===== config.mk =====
export PLATFORM = sky130hd
export DESIGN_NAME = di_fifo_reader
export DESIGN_NICKNAME = d
export VERILOG_FILES = /design/src/rtl/di_pkg.sv /design/src/rtl/di_prefetch_buf.sv /design/src/rtl/di_fifo_reader.sv
export SDC_FILE = /design/constraint.sdc
export NUM_CORES = 1
export LEC_CHECK = 0
export BUFFER_PORTS_ARGS = -buffer_cell sky130_fd_sc_hd__buf_2
export CORE_MARGIN = 1.5
export CORE_UTILIZATION = 60
export CTS_CLUSTER_DIAMETER = 30
export DETAILED_ROUTE_END_ITERATION = 8
export PLACE_DENSITY = 0.85
export REMOVE_ABC_BUFFERS = 1
export SKIP_LAST_GASP = 1
export SLEW_MARGIN = 10
export SYNTH_ARGS = -nofsm -noshare
export SYNTH_HDL_FRONTEND = slang
export SYNTH_SLANG_ARGS = --single-unit

===== constraint.sdc =====
create_clock -name if_clock -period 10.55 [get_ports if_clock]
set_clock_uncertainty 0.15 [all_clocks]
set_input_delay 0.5275 -clock if_clock [delete_from_list [all_inputs] [get_ports if_clock]]
set_output_delay 0.5275 -clock if_clock [all_outputs]
set_load 0.01 [all_outputs]

===== src/rtl/di_pkg.sv =====
// Shared DI constants: address/data widths, default endpoint/register
// addresses, prefetch defaults and the reader controller state encoding.
package di_pkg;

    localparam int DI_ADDR_W = 16;
    localparam int DI_DATA_W = 16;

    localparam logic [DI_ADDR_W-1:0] DI_EP_ADDR_DEF  = 16'h0000;
    localparam logic [DI_ADDR_W-1:0] DI_REG_ADDR_DEF = 16'h0000;

    localparam int DI_DEPTH_DEF = 4;

    // The host may issue one more read after rd_ready drops, so READY needs
    // two committed words: one for the read in progress, one for the extra.
    localparam int DI_READY_THRESH = 2;

    typedef enum logic [1:0] {
        ST_IDLE  = 2'd0,
        ST_FILL  = 2'd1,
        ST_READY = 2'd2,
        ST_FLUSH = 2'd3
    } di_state_t;

endpackage


===== src/rtl/di_prefetch_buf.sv =====
// Circular prefetch buffer: DEPTH entries, push at the tail, pop from the
// head, occupancy count. Push and pop may occur in the same cycle.
module di_prefetch_buf
    import di_pkg::*;
#(
    parameter int DATA_W = DI_DATA_W,
    parameter int DEPTH  = DI_DEPTH_DEF
) (
    input  logic                     if_clock,
    input  logic                     resetb,
    input  logic                     flush,
    input  logic                     push,
    input  logic [DATA_W-1:0]        push_data,
    input  logic                     pop,
    output logic [DATA_W-1:0]        head_data,
    output logic [$clog2(DEPTH):0]   occupancy
);

    localparam int PTR_W = $clog2(DEPTH);
    localparam int OCC_W = PTR_W + 1;

    logic [DATA_W-1:0] mem [DEPTH];
    logic [PTR_W-1:0]  wr_ptr;
    logic [PTR_W-1:0]  rd_ptr;
    logic [OCC_W-1:0]  occ_q;

    // Storage array: data only, no reset needed since occupancy guards reads.
    always_ff @(posedge if_clock) begin
        if (push && !flush) begin
            mem[wr_ptr] <= push_data;
        end
    end

    // Pointers wrap naturally because DEPTH is a power of two.
    always_ff @(posedge if_clock or negedge resetb) begin
        if (!resetb) begin
            wr_ptr <= '0;
            rd_ptr <= '0;
            occ_q  <= '0;
        end else if (flush) begin
            wr_ptr <= '0;
            rd_ptr <= '0;
            occ_q  <= '0;
        end else begin
            if (push) begin
                wr_ptr <= wr_ptr + PTR_W'(1);
            end
            if (pop) begin
                rd_ptr <= rd_ptr + PTR_W'(1);
            end
            case ({push, pop})
                2'b10:   occ_q <= occ_q + OCC_W'(1);
                2'b01:   occ_q <= occ_q - OCC_W'(1);
                default: occ_q <= occ_q;
            endcase
        end
    end

    assign head_data = mem[rd_ptr];
    assign occupancy = occ_q;

endmodule


===== src/rtl/di_fifo_reader.sv =====
// DI read path: prefetches words from a source FIFO into a small buffer and
// predicts read readiness to the host interface one cycle ahead.
//
//   state    | meaning
//   ---------+--------------------------------------------------------
//   ST_IDLE  | address not selected; buffer retained, no new pops
//   ST_FILL  | selected, fewer than two words committed
//   ST_READY | selected, at least two words committed (rd_ready high)
//   ST_FLUSH | one-cycle discard after diReset; no pops, landing dropped
module di_fifo_reader
    import di_pkg::*;
#(
    parameter int                    DATA_W   = DI_DATA_W,
    parameter logic [DI_ADDR_W-1:0]  EP_ADDR  = DI_EP_ADDR_DEF,
    parameter logic [DI_ADDR_W-1:0]  REG_ADDR = DI_REG_ADDR_DEF,
    parameter int                    DEPTH    = DI_DEPTH_DEF
) (
    input  logic                  if_clock,
    input  logic                  resetb,
    input  logic [DI_ADDR_W-1:0]  diEpAddr,
    input  logic [DI_ADDR_W-1:0]  diRegAddr,
    input  logic                  diRead,
    input  logic                  diReset,
    output logic                  rd_ready,
    output logic [DATA_W-1:0]     rd_data,
    input  logic                  fifo_empty,
    output logic                  fifo_rd_en,
    input  logic [DATA_W-1:0]     fifo_dout,
    output logic                  underflow
);

    localparam int OCC_W = $clog2(DEPTH) + 1;
    localparam int CNT_W = OCC_W + 1;

    di_state_t          state_q;
    di_state_t          state_d;
    logic               inflight_q;
    logic               sel;
    logic               flushing;
    logic               have_word;
    logic               rd_acc;
    logic               rd_under;
    logic               land;
    logic               buf_push;
    logic               buf_pop;
    logic [OCC_W-1:0]   occ;
    logic [DATA_W-1:0]  head_data;
    logic [CNT_W-1:0]   base_cnt;
    logic [CNT_W-1:0]   committed_d;

    assign sel      = (diEpAddr == EP_ADDR) && (diRegAddr == REG_ADDR);
    assign flushing = diReset || (state_q == ST_FLUSH);

    // A read can be served from the buffer or straight from a landing word.
    assign have_word = (occ != '0) || inflight_q;
    assign rd_acc    = sel && diRead && !flushing && have_word;
    assign rd_under  = sel && diRead && !flushing && !have_word;

    // A landing word that meets a read on an empty buffer bypasses storage.
    assign land     = inflight_q && !flushing;
    assign buf_push = land && !(rd_acc && (occ == '0));
    assign buf_pop  = rd_acc && (occ != '0);

    // Words still owed to the host after this edge, before any new pop.
    assign base_cnt = CNT_W'(occ) + CNT_W'(inflight_q) - CNT_W'(rd_acc);

    assign fifo_rd_en = resetb && sel && !fifo_empty && !flushing &&
                        (base_cnt < CNT_W'(DEPTH));

    assign committed_d = base_cnt + CNT_W'(fifo_rd_en);

    di_prefetch_buf #(
        .DATA_W (DATA_W),
        .DEPTH  (DEPTH)
    ) u_buf (
        .if_clock  (if_clock),
        .resetb    (resetb),
        .flush     (flushing),
        .push      (buf_push),
        .push_data (fifo_dout),
        .pop       (buf_pop),
        .head_data (head_data),
        .occupancy (occ)
    );

    // Next-state decode; diReset overrides everything, FLUSH lasts one cycle.
    always_comb begin
        state_d = state_q;
        if (diReset) begin
            state_d = ST_FLUSH;
        end else if (!sel) begin
            state_d = ST_IDLE;
        end else if (state_q == ST_FLUSH) begin
            state_d = ST_FILL;
        end else if (committed_d >= CNT_W'(DI_READY_THRESH)) begin
            state_d = ST_READY;
        end else begin
            state_d = ST_FILL;
        end
    end

    // State, in-flight flag and registered host-facing outputs.
    always_ff @(posedge if_clock or negedge resetb) begin
        if (!resetb) begin
            state_q    <= ST_IDLE;
            inflight_q <= 1'b0;
            rd_ready   <= 1'b0;
            rd_data    <= '0;
            underflow  <= 1'b0;
        end else begin
            state_q    <= state_d;
            inflight_q <= fifo_rd_en;
            rd_ready   <= (state_d == ST_READY);
            if (rd_acc) begin
                rd_data <= (occ != '0) ? head_data : fifo_dout;
            end
            if (diReset) begin
                underflow <= 1'b0;
            end else if (rd_under) begin
                underflow <= 1'b1;
            end
        end
    end

endmodule


== Word level (Yosys, flattened, before mapping) ==
Memories as Yosys holds them, arrays and structs flattened.
Index checks and enable logic that the tools add are counted.

* Register bits after elaboration: 28
* Bits in latches: 0
* RAM bits: 64
* ROM bits: 0
* Bits of input ports: 53
* Output and inout port bits: 19
* Word-level logic and storage cells: 65
* Memories kept: 1

* Add/subtract/negate cells: 7
* Multiply operators: 0
* Div/mod/pow operators: 0
* Order comparisons: 2
* Equal/unequal tests: 4
* Shifts and indexed selects: 0
* Mux-type cells: 15
* Bitwise logic cells: 0
* Reduce and logical (&&, ||, !) cells: 28

{| class="wikitable"
|+ Memories
! name !! words !! bits a word !! read ports !! clocked after Yosys merged registers in !! write ports !! line !! text
|-
| u_buf.mem || 4 || 16 || 1 || 0 || 1 || di_prefetch_buf.sv:22 || <nowiki>logic [DATA_W-1:0] mem [DEPTH];</nowiki>
|}

{| class="wikitable"
|+ Operators with widths
! operator !! number
|-
| $logic_not A16 Y1 || 2
|-
| $mux W16 || 1
|-
| $mux W2 || 8
|-
| $logic_and A1 B1 Y1 || 14
|-
| $eq A2 B2 Y1 const B || 3
|-
| $pmux W3 S2 || 1
|-
| $reduce_bool A2 Y1 || 3
|-
| $reduce_bool A3 Y1 || 2
|-
| $add A2 B1 Y2 const B || 2
|-
| $add A3 B1 Y4 || 1
|-
| $add A4 B1 Y4 || 1
|-
| $ge A4 B2 Y1 const B || 1
|-
| $logic_not A1 Y1 || 4
|-
| $lt A4 B3 Y1 const B || 1
|-
| $mux W1 || 4
|-
| $sub A4 B1 Y4 || 1
|-
| $add A3 B1 Y3 const B || 1
|-
| $logic_not A3 Y1 || 1
|-
| $mux W3 || 1
|-
| $sub A3 B1 Y3 const B || 1
|-
| $eq A2 B1 Y1 const B || 1
|-
| $logic_or A1 B1 Y1 || 2
|}

== Longest topological paths before layout ==
Gate-level depths: netlist of run 1.

* Depth after elaboration: 15
* Mapped depth: 19

== Hierarchy ==
A second synthesis of run 1 with hierarchy kept.

* Cells, all modules: 265
* Area, all modules: 4150.2 sq um

{| class="wikitable"
|+ By module, submodules not included
! module !! instances !! cells each !! area each (sq um)
|-
| di_prefetch_buf || 1 || 125 || 2776.4
|-
| di_fifo_reader || 1 || 140 || 1373.8
|}

== Worst setup path after synthesis of run 1 ==
Ideal clock, no wire load.

* Path kind: input-to-reg
* From: input diEpAddr[10]
* To: register state_q[1]
* Library setup time: 0.120 ns
* Arrival: 4.565 ns
* Data required time: 10.280 ns
* Slack: 5.715 ns
* Cell stages on the path: 19
* Cell sequence: nor4_1 -> nand4_2 -> nor4_4 -> a21boi_4 -> buf_6 -> ha_1 -> inv_1 -> ha_1 -> inv_1 -> fa_1 -> xnor2_1 -> nor4b_1 -> and3_1 -> ha_1 -> ha_1 -> or2_2 -> a21oi_1 -> mux2i_1 -> a31o_2

* Cells in the longest elaborated chain, start to end: 14
* Elaborated cells on any way between the ends: 17
* Classes of those cells: add/sub: 2; order compare: 2; mux: 4; reduce/logical: 9

{| class="wikitable"
|+ RTL lines
! element !! line !! text
|-
| start: declaration || di_fifo_reader.sv:20 || <nowiki>input logic [DI_ADDR_W-1:0] diEpAddr,</nowiki>
|-
| $logic_not A16 Y1 * || di_fifo_reader.sv:51 || <nowiki>assign sel = (diEpAddr == EP_ADDR) && (diRegAddr == REG_ADDR);</nowiki>
|-
| $logic_and A1 B1 Y1 * || di_fifo_reader.sv:51 ||
|-
| $logic_and A1 B1 Y1 (3 in a row) || di_fifo_reader.sv:56 || <nowiki>assign rd_acc = sel && diRead && !flushing && have_word;</nowiki>
|-
| $sub A4 B1 Y4 || di_fifo_reader.sv:65 || <nowiki>assign base_cnt = CNT_W'(occ) + CNT_W'(inflight_q) - CNT_W'(rd_acc);</nowiki>
|-
| $lt A4 B3 Y1 || di_fifo_reader.sv:68 || <nowiki>(base_cnt < CNT_W'(DEPTH));</nowiki>
|-
| $logic_and A1 B1 Y1 * || di_fifo_reader.sv:67 || <nowiki>assign fifo_rd_en = resetb && sel && !fifo_empty && !flushing &&</nowiki>
|-
| net fifo_rd_en || di_fifo_reader.sv:27 || <nowiki>output logic fifo_rd_en,</nowiki>
|-
| $add A4 B1 Y4 * || di_fifo_reader.sv:70 || <nowiki>assign committed_d = base_cnt + CNT_W'(fifo_rd_en);</nowiki>
|-
| $ge A4 B2 Y1 * || di_fifo_reader.sv:95 || <nowiki>end else if (committed_d >= CNT_W'(DI_READY_THRESH)) begin</nowiki>
|-
| $mux W2 * || di_fifo_reader.sv:95 ||
|-
| $mux W2 * || di_fifo_reader.sv:93 || <nowiki>end else if (state_q == ST_FLUSH) begin</nowiki>
|-
| $mux W2 * || di_fifo_reader.sv:91 || <nowiki>end else if (!sel) begin</nowiki>
|-
| $mux W2 * || di_fifo_reader.sv:89 || <nowiki>if (diReset) begin</nowiki>
|-
| net state_d[1] || di_fifo_reader.sv:36 || <nowiki>di_state_t state_d;</nowiki>
|-
| end signal: assignment || di_fifo_reader.sv:111 || <nowiki>state_q <= state_d;</nowiki>
|-
| end: declaration || di_fifo_reader.sv:35 || <nowiki>di_state_t state_q;</nowiki>
|}

Mark *: on every way through the listed nets, which the timed path passes. The rest lies on a longest branch.
A chain may end at the register's enable or synchronous reset.

== Worst setup path after layout of run 1 ==
* From: input diRegAddr[2]
* To: register state_q[1]

* Cells in the longest elaborated chain, start to end: 14
* Elaborated cells on any way between the ends: 17
* Classes of those cells: add/sub: 2; order compare: 2; mux: 4; reduce/logical: 9

{| class="wikitable"
|+ RTL lines
! element !! line !! text
|-
| start: declaration || di_fifo_reader.sv:21 || <nowiki>input logic [DI_ADDR_W-1:0] diRegAddr,</nowiki>
|-
| $logic_not A16 Y1 * || di_fifo_reader.sv:51 ||
|-
| $logic_and A1 B1 Y1 * || di_fifo_reader.sv:51 ||
|-
| $logic_and A1 B1 Y1 (3 in a row) || di_fifo_reader.sv:56 ||
|-
| $sub A4 B1 Y4 || di_fifo_reader.sv:65 ||
|-
| $lt A4 B3 Y1 || di_fifo_reader.sv:68 ||
|-
| $logic_and A1 B1 Y1 || di_fifo_reader.sv:67 ||
|-
| $add A4 B1 Y4 || di_fifo_reader.sv:70 ||
|-
| $ge A4 B2 Y1 || di_fifo_reader.sv:95 ||
|-
| $mux W2 || di_fifo_reader.sv:95 ||
|-
| $mux W2 || di_fifo_reader.sv:93 ||
|-
| $mux W2 * || di_fifo_reader.sv:91 ||
|-
| $mux W2 * || di_fifo_reader.sv:89 ||
|-
| net state_d[1] || di_fifo_reader.sv:36 ||
|}

Marks and branches as above.

==> results.md, run 1 <==
* Detail Placement HPWL at 5436 um
* Asr flop ratio synth at 30.43%
* Worst-Margin Slew at 1.122 ns
* Vias at 2514
* Root buffer cell: clkbuf_8
* Syn Inst Count at 244
* DRC at 4
* Slew Limit Fails at 0
* Rows at 29
* Clock Path Buffers at 2
* Final Hold Fails at 0
* Switching share of power at 21.50%
* Pwr dens at 140.0 mW/mm^2
* PortBufs at 71
* Final wirelength at 8325 um
* Largest family of logic cells by synthesized area: compound AO/OA/AOI/OAI gates
* Logic pwr share at 3.0%
* Crit path capture type: flop
* Filler instances at 396
* Post-synthesis compound-gate area fraction at 11.07%
* CTS sink cnt at 92
* Core area at 0.006422 mm^2
* MaxCap Viol Count at 0
* Share of layout cells above drive strength 1 at 38.58%
* Post-route ant nets at 0
* CTS Buf Count at 9
* Distinct cell type count after synthesis at 42
* Drt wl/cell at 20.76 um
* Largest cells by area after synthesis: edfxtp_1 48%, dfrtp_1 17%, mux4_2 8.9%
* Mapped Avg Cell Area at 16.54 um^2
* Drt initial violations at 196
* Mux cell area share after synthesis at 9.175%
* Cell Int Power at 0.0005133 W
* Global-route wire length before repair at 13050 um
* Crit share post-route at 49.14%
* Maximum clock rate at 192.9 MHz
* TritonRoute pass-1 iters at 6
* Hold Crit Class: input pin to asynchronous set/reset pin
* Post CTS Setup Buffer Count at 0
* Synth warn at 0
* Clock Power Share at 37.8%
* Total track usage at 24.55%
* Final setup violation count at 0
* Outcome: finished, violations left
* R2r setup slk at 5.60 ns
* Clock slew seen by the registers of the worst setup and hold paths at 0.09 ns
* Multi-input logic area at 0.001325 mm^2
* Slew headroom at 25.18%
* Die H at 85.02 um
* Critical Path Source Type: input pin
* # resized after CTS at 0
* Mapped Area at 0.004036 mm^2
* Antenna cells at 0
* Final nets at 384
* Area share of xor/xnor cells in the synthesized design at 1.302%
* Placer Congestion at 0.7738
* Final design utilization at 72.75%
* Die Area at 0.007228 mm^2
* EDFF count, synth at 64
* Synth top cells by count: 64 x edfxtp_1, 28 x dfrtp_1, 17 x o22ai_1
* R2R Path Start: state_q[0]
* Largest net degree at the start of global routing at 30
* Sequential share of power at 59.2%
* Die width at 85.02 um
* Violated checks: DRC
* I/O pins at 72
* RSZ-0062 raised after global routing: false
* Critical Path RT at 10.65 ns
* Via density at 6.269
* Number of global-route vias before repair at 2605
* TNS Setup at 0 ns
* Post-synthesis sequential area ratio at 64.97%
* Share of the synthesized area in the top cell type at 47.61%
* Simple-gate share of the synthesized area at 7.068%
* Area occupied by registers at 0.002623 mm^2
* Starting density of the core at 62.85%
* Area Growth Syn to Fin at 15.75%
* CTS tree: built
* Hold_buf cts at 0
* Worst Setup SP: diRegAddr[2]
* Crit path to: state_q[1]
* Initial antenna violation count at 0
* RR Endpoint: state_q[1]
* H-tree depth at 3
* Minimum clock period at 5.185 ns
* Switching Power at 0.0001406 W
* Primary FF master, synth: edfxtp_1
* Leakage at 1.831 nW
* Dominant cell type by area after synthesis: edfxtp_1
* Most frequent cell after synthesis: edfxtp_1
* Adder-cell share of the synthesized area at 4.092%
* Peak supply drop at 0.00008251 V
* Worst setup path class: input pin to flop
* Clk_lat worst skew at 0.36 ns
* Critical Path AT at 5.29 ns
* CP Max Fanout at 19
* Seq cells post-synth at 92
* R2R depth at 19
* Grt ovf at 0
==> per-layer routing <==
| metal | wire (um) | vias to the layer above | share of wire, % | GRT usage [%] |
|---|---|---|---|---|
| met5 | 0 | - | 0 | 0 |
| met4 | 116 | 0 | 1.4 | 8.644 |
| met1 | 3578 | 1289 | 43 | 32.96 |
| li1 | - | 1126 | - | - |
| met2 | 4219 | 87 | 51 | 39.97 |
| met3 | 410 | 12 | 4.9 | 5.739 |
==> worst max-delay path: stages <==
cell      delay (ns)
buf_2           0.10
nor4_2          0.30
nand4_2         0.28
nor4_4          0.31
buf_4           0.33
a21boi_4        0.62
ha_1            0.35
inv_1           0.06
ha_1            0.15
inv_1           0.05
fa_1            0.37
xnor2_1         0.29
nor4b_1         0.08
and3_1          0.22
ha_1            0.22
ha_1            0.21
or2_2           0.30
a21oi_1         0.12
mux2i_1         0.11
a31o_2          0.26
==> final cells by class <==
cell class | instances | area share (%)
flip-flops and latches | 92 | 56.13
multi-input cells | 130 | 28.36
repair buffers | 73 | 7.927
clock buffers | 10 | 2.946
well taps | 77 | 2.062
clock inverters | 6 | 1.527
inverters | 13 | 1.044
==> stage by stage <==
step                      cell area [um^2]  hold slack, ns  total power, W  worst slack, ns  instances
final                                 4672         0.04967       0.0006539            5.365        401
after global routing                  4672         0.09516       0.0006711            5.022        401
after CTS                             4672         0.04623       0.0006565            5.389        401
after detailed placement              4463          0.3513       0.0004146            5.040        385
after global placement                4463          0.3477       0.0004134            5.264        385
after floorplan                       3991         0.08191       0.0003982            5.215        235
==> how the worst min path moves through the flow <==
stage | to
floorplan | inflight_q
global placement | underflow
detailed placement | underflow
CTS | u_buf.occupancy[2]
global route | rd_ready
finish | rd_ready
==> state kept, by name (all words and copies together) (netlist names) <==
signal           flops
underflow            1
u_buf.occupancy      3
inflight_q           1
state_q              2
rd_ready             1
u_buf.rd_ptr         2
rd_data             16
u_buf.mem           64
u_buf.wr_ptr         2
==> placed cells by master, fill, tap and decap left out, types with 5 or more instances in the layout <==
cell type / Yosys / final
nor2_1: 6 / 6
clkbuf_8: 0 / 10
edfxtp_1: 64 / 64
inv_1: 13 / 13
a21oi_1: 5 / 5
ha_1: 10 / 10
mux4_2: 16 / 16
nor4_1: 5 / 5
o22ai_1: 17 / 17
dfrtp_1: 28 / 28
buf_2: 3 / 71
nand2_1: 9 / 9
a2bb2oi_2: 9 / 9
a2bb2oi_1: 7 / 7
xnor2_1: 6 / 6
==> power by group through the flow <==
stage                logic (W)  registers (W)  clock network, W
finish               0.0000198       0.000387          0.000247
global route         0.0000218       0.000387          0.000262
CTS                  0.0000197       0.000387          0.000250
detailed placement   0.0000197       0.000395                 0
global placement     0.0000186       0.000395                 0
floorplan           0.00000314       0.000395                 0
==> logic make-up (layout without fill, tap and decap cells) <==
| kind of cell | after synthesis | count (layout) |
|---|---|---|
| AO/OA/AOI/OAI | 51 | 51 |
| adder cells (fa/ha/maj) | 12 | 12 |
| flip-flops | 92 | 92 |
| multiplexers | 17 | 17 |
| buffers and inverters | 22 | 102 |
| XOR/XNOR | 6 | 6 |
| AND/OR/NAND/NOR | 44 | 44 |
No activity file was read; power rests on OpenSTA's default activity.
==> inputs of run 2 (changes only) <==
CORE_UTILIZATION = 55   (was 60)
PLACE_DENSITY = 0.79   (was 0.85)
clock period = 5.2 ns   (was 10.55 ns; I/O delays follow)
==> run 2 against run 1 <==
Effect of this change: the flow now finishes without violations; register-to-register slack worse by 4.6 ns; combinational power grew to 2.6 times the previous value; worst hold slack better by 0.056 ns; first-iteration DRC count is 22% lower; sequential share of layout area is 2.7 points lower; final area is 5.0% higher; total power is 110% higher; highest routed layer unchanged.
==> results.md, run 2 (same netlist as run 1, synthesis figures left out) <==
* DRC at 0 (-4)
* Die H at 88.67 um (+4.3%)
* Post-route setup slack at 0.8946 ns (-4.471 ns)
* Post-route ant nets at 0 (unchanged)
* Largest net degree at the start of global routing at 30 (unchanged)
* Hold EP: inflight_q
* Die Area at 0.007861 mm^2 (+8.8%)
* R2r setup slk at 1.05 ns (-4.55 ns)
* Placer Congestion at 0.8137 (+5.2%)
* Clock slew seen by the registers of the worst setup and hold paths at 0.09 ns (about the same)
* Leakage at 1.920 nW (+4.8%)
* RR Endpoint: state_q[1]
* Pwr dens at 275.5 mW/mm^2 (+97%)
* MaxCap Viol Count at 0 (unchanged)
* Vias at 2512 (-0.080%)
* Max reg flops at 64 (unchanged)
* Hold_ws at 0.1055 ns (+0.05588 ns)
* # placed instances at 409 (+6.2%)
* Minimum clock period at 4.305 ns
* Hold Crit Class: input pin to flop
* Worst setup path class: input pin to flop
* Post-Layout Inst Area at 0.004905 mm^2 (+5.0%)
* Hold Path Depth at 3
* Starting density of the core at 56.25% (-6.6 points)
* Grt ovf at 0 (unchanged)
* Crit path capture type: flop
* Number of global-route vias before repair at 2487 (-4.5%)
* Slew Limit Fails at 0 (unchanged)
* I/O pins at 72 (unchanged)
* CTS tree: built
* R2R depth at 18 (-1)
* Via density at 5.670 (-9.6%)
* TNS Setup at 0 ns (unchanged)
* Commonest cells after routing, fill and taps aside: 71 x buf_2, 64 x edfxtp_1, 28 x dfrtp_1
* Total track usage at 22.05% (-2.5 points)
* Clk_lat worst skew at 0.35 ns (about the same)
* # resized after CTS at 0 (unchanged)
* Critical Path AT at 4.41 ns (-0.88 ns)
* Post-place setup slack at 0.7396 ns (-4.301 ns)
* CP Max Fanout at 8 (-11)
* Global-route wire length before repair at 12390 um (-5.1%)
* Critical Path RT at 5.30 ns (-5.35 ns)
* Drt wl/cell at 18.48 um (-11%)
* Hold path startpoint: fifo_empty
* Drt initial violations at 153 (-22%)
* Share of layout cells above drive strength 1 at 36.63% (-2.0 points)
* Worst-Margin Slew at 0.8686 ns (-0.2537 ns)
* Maximum clock rate at 232.3 MHz
* RSZ-0062 raised after global routing: false
* Final nets at 404 (+5.2%)
* H-tree depth at 3 (unchanged)
* TritonRoute pass-1 iters at 4 (-2)
* Peak supply drop at 0.0001542 V (+87%)
* CTS Buf Count at 9 (unchanged)
* Rows at 31 (+6.9%)
* Layout Cells excl Fill at 443 (+10%)
* Detail Placement HPWL at 5222 um (-3.9%)
* Final Hold Fails at 0 (unchanged)
* Reg with most FFs: u_buf.mem
* CTS sink cnt at 92 (unchanged)
* Post CTS Setup Buffer Count at 0 (unchanged)
* Outcome: completed
* Antenna cells at 0 (unchanged)
* Die width at 88.67 um (+4.3%)
* Final setup violation count at 0 (unchanged)
* Slew headroom at 42.09% (+17 points)
* Core area at 0.007176 mm^2 (+12%)
* Most common cell after layout, fill and taps aside: buf_2
* Initial antenna violation count at 0 (unchanged)
* Clock Path Buffers at 2 (unchanged)
* Area after DPL at 0.004506 mm^2 (+0.95%)
* Crit share post-route at 82.80%
* Critical Path Source Type: input pin
* Root buffer cell: clkbuf_8
* Final wirelength at 8187 um (-1.7%)
* R2R Path Start: state_q[0]
* PortBufs at 71 (unchanged)
* Area Growth Syn to Fin at 21.51%
==> run 2: what timing repair did <==
action | CTS | global route
endpoints found under the hold margin | 89 | 0
hold buffers | 18 | 0
setup endpoints to repair | 0 | 0
==> run 2: stage by stage <==
| stage | power [W] | util, % |
|---|---|---|
| after floorplan | 0.0008078 | - |
| after global placement | 0.0008395 | 62.79 |
| after detailed placement | 0.0008419 | 62.79 |
| after CTS | 0.001359 | 68.35 |
| after global routing | 0.001394 | 68.35 |
| final | 0.001351 | 68.35 |
==> run 2: cell type report <==
| cell class | instances | area (um^2) |
|---|---|---|
| multi-input combinational | 130 | 1325 |
| tap | 99 | 123.9 |
| clock buffer | 11 | 152.6 |
| inverter | 13 | 48.80 |
| timing repair buffer | 93 | 565.5 |
| clock inverter | 5 | 66.31 |
| sequential | 92 | 2623 |
| fill | 483 | 2271 |
==> run 2: worst max-delay path by stage <==
| stage | start | end | slack [ns] | cells after the start |
|---|---|---|---|---|
| 2_1_floorplan | diEpAddr[10] | state_q[1] | 0.13 | 18 |
| 3_3_place_gp | diRegAddr[9] | state_q[1] | 0.92 | 19 |
| 3_5_place_dp | diRegAddr[10] | state_q[1] | 0.74 | 19 |
| 4_1_cts | diReset | state_q[1] | 0.93 | 20 |
| 5_1_grt | diReset | state_q[1] | 0.61 | 20 |
| 6_report | diReset | state_q[1] | 0.89 | 20 |
==> run 2: worst max-delay path, cell delays in order <==
cell and delay, ns:
dlygate4sd3_1 0.53, buf_2 0.14, inv_1 0.06, nand2_1 0.23, nor4_4 0.24, a21boi_4 0.23
ha_1 0.24, inv_1 0.06, ha_1 0.15, inv_1 0.06, fa_1 0.37, xnor2_1 0.29
nor4b_1 0.09, and3_1 0.22, ha_1 0.21, ha_1 0.21, or2_2 0.30, a21oi_1 0.12
mux2i_1 0.12, a31o_2 0.27
==> run 2: routing by layer <==
| layer | vias up | global-route usage [%] | routed length [um] |
|---|---|---|---|
| met1 | 1259 | 28.52 | 3507 |
| li1 | 1170 | - | - |
| met2 | 68 | 35.88 | 4214 |
| met5 | - | 0 | 0 |
| met3 | 15 | 3.731 | 264 |
| met4 | 0 | 11.79 | 199 |
==> run 2: where the power goes <==
group / total [W] / switching [W] / leakage [nW] / internal [W]
clock: 0.000516 / 0.000258 / 0.107 / 0.000258
combinational: 0.0000507 / 0.0000255 / 0.851 / 0.0000252
sequential: 0.000785 / 0.000000421 / 0.962 / 0.000785
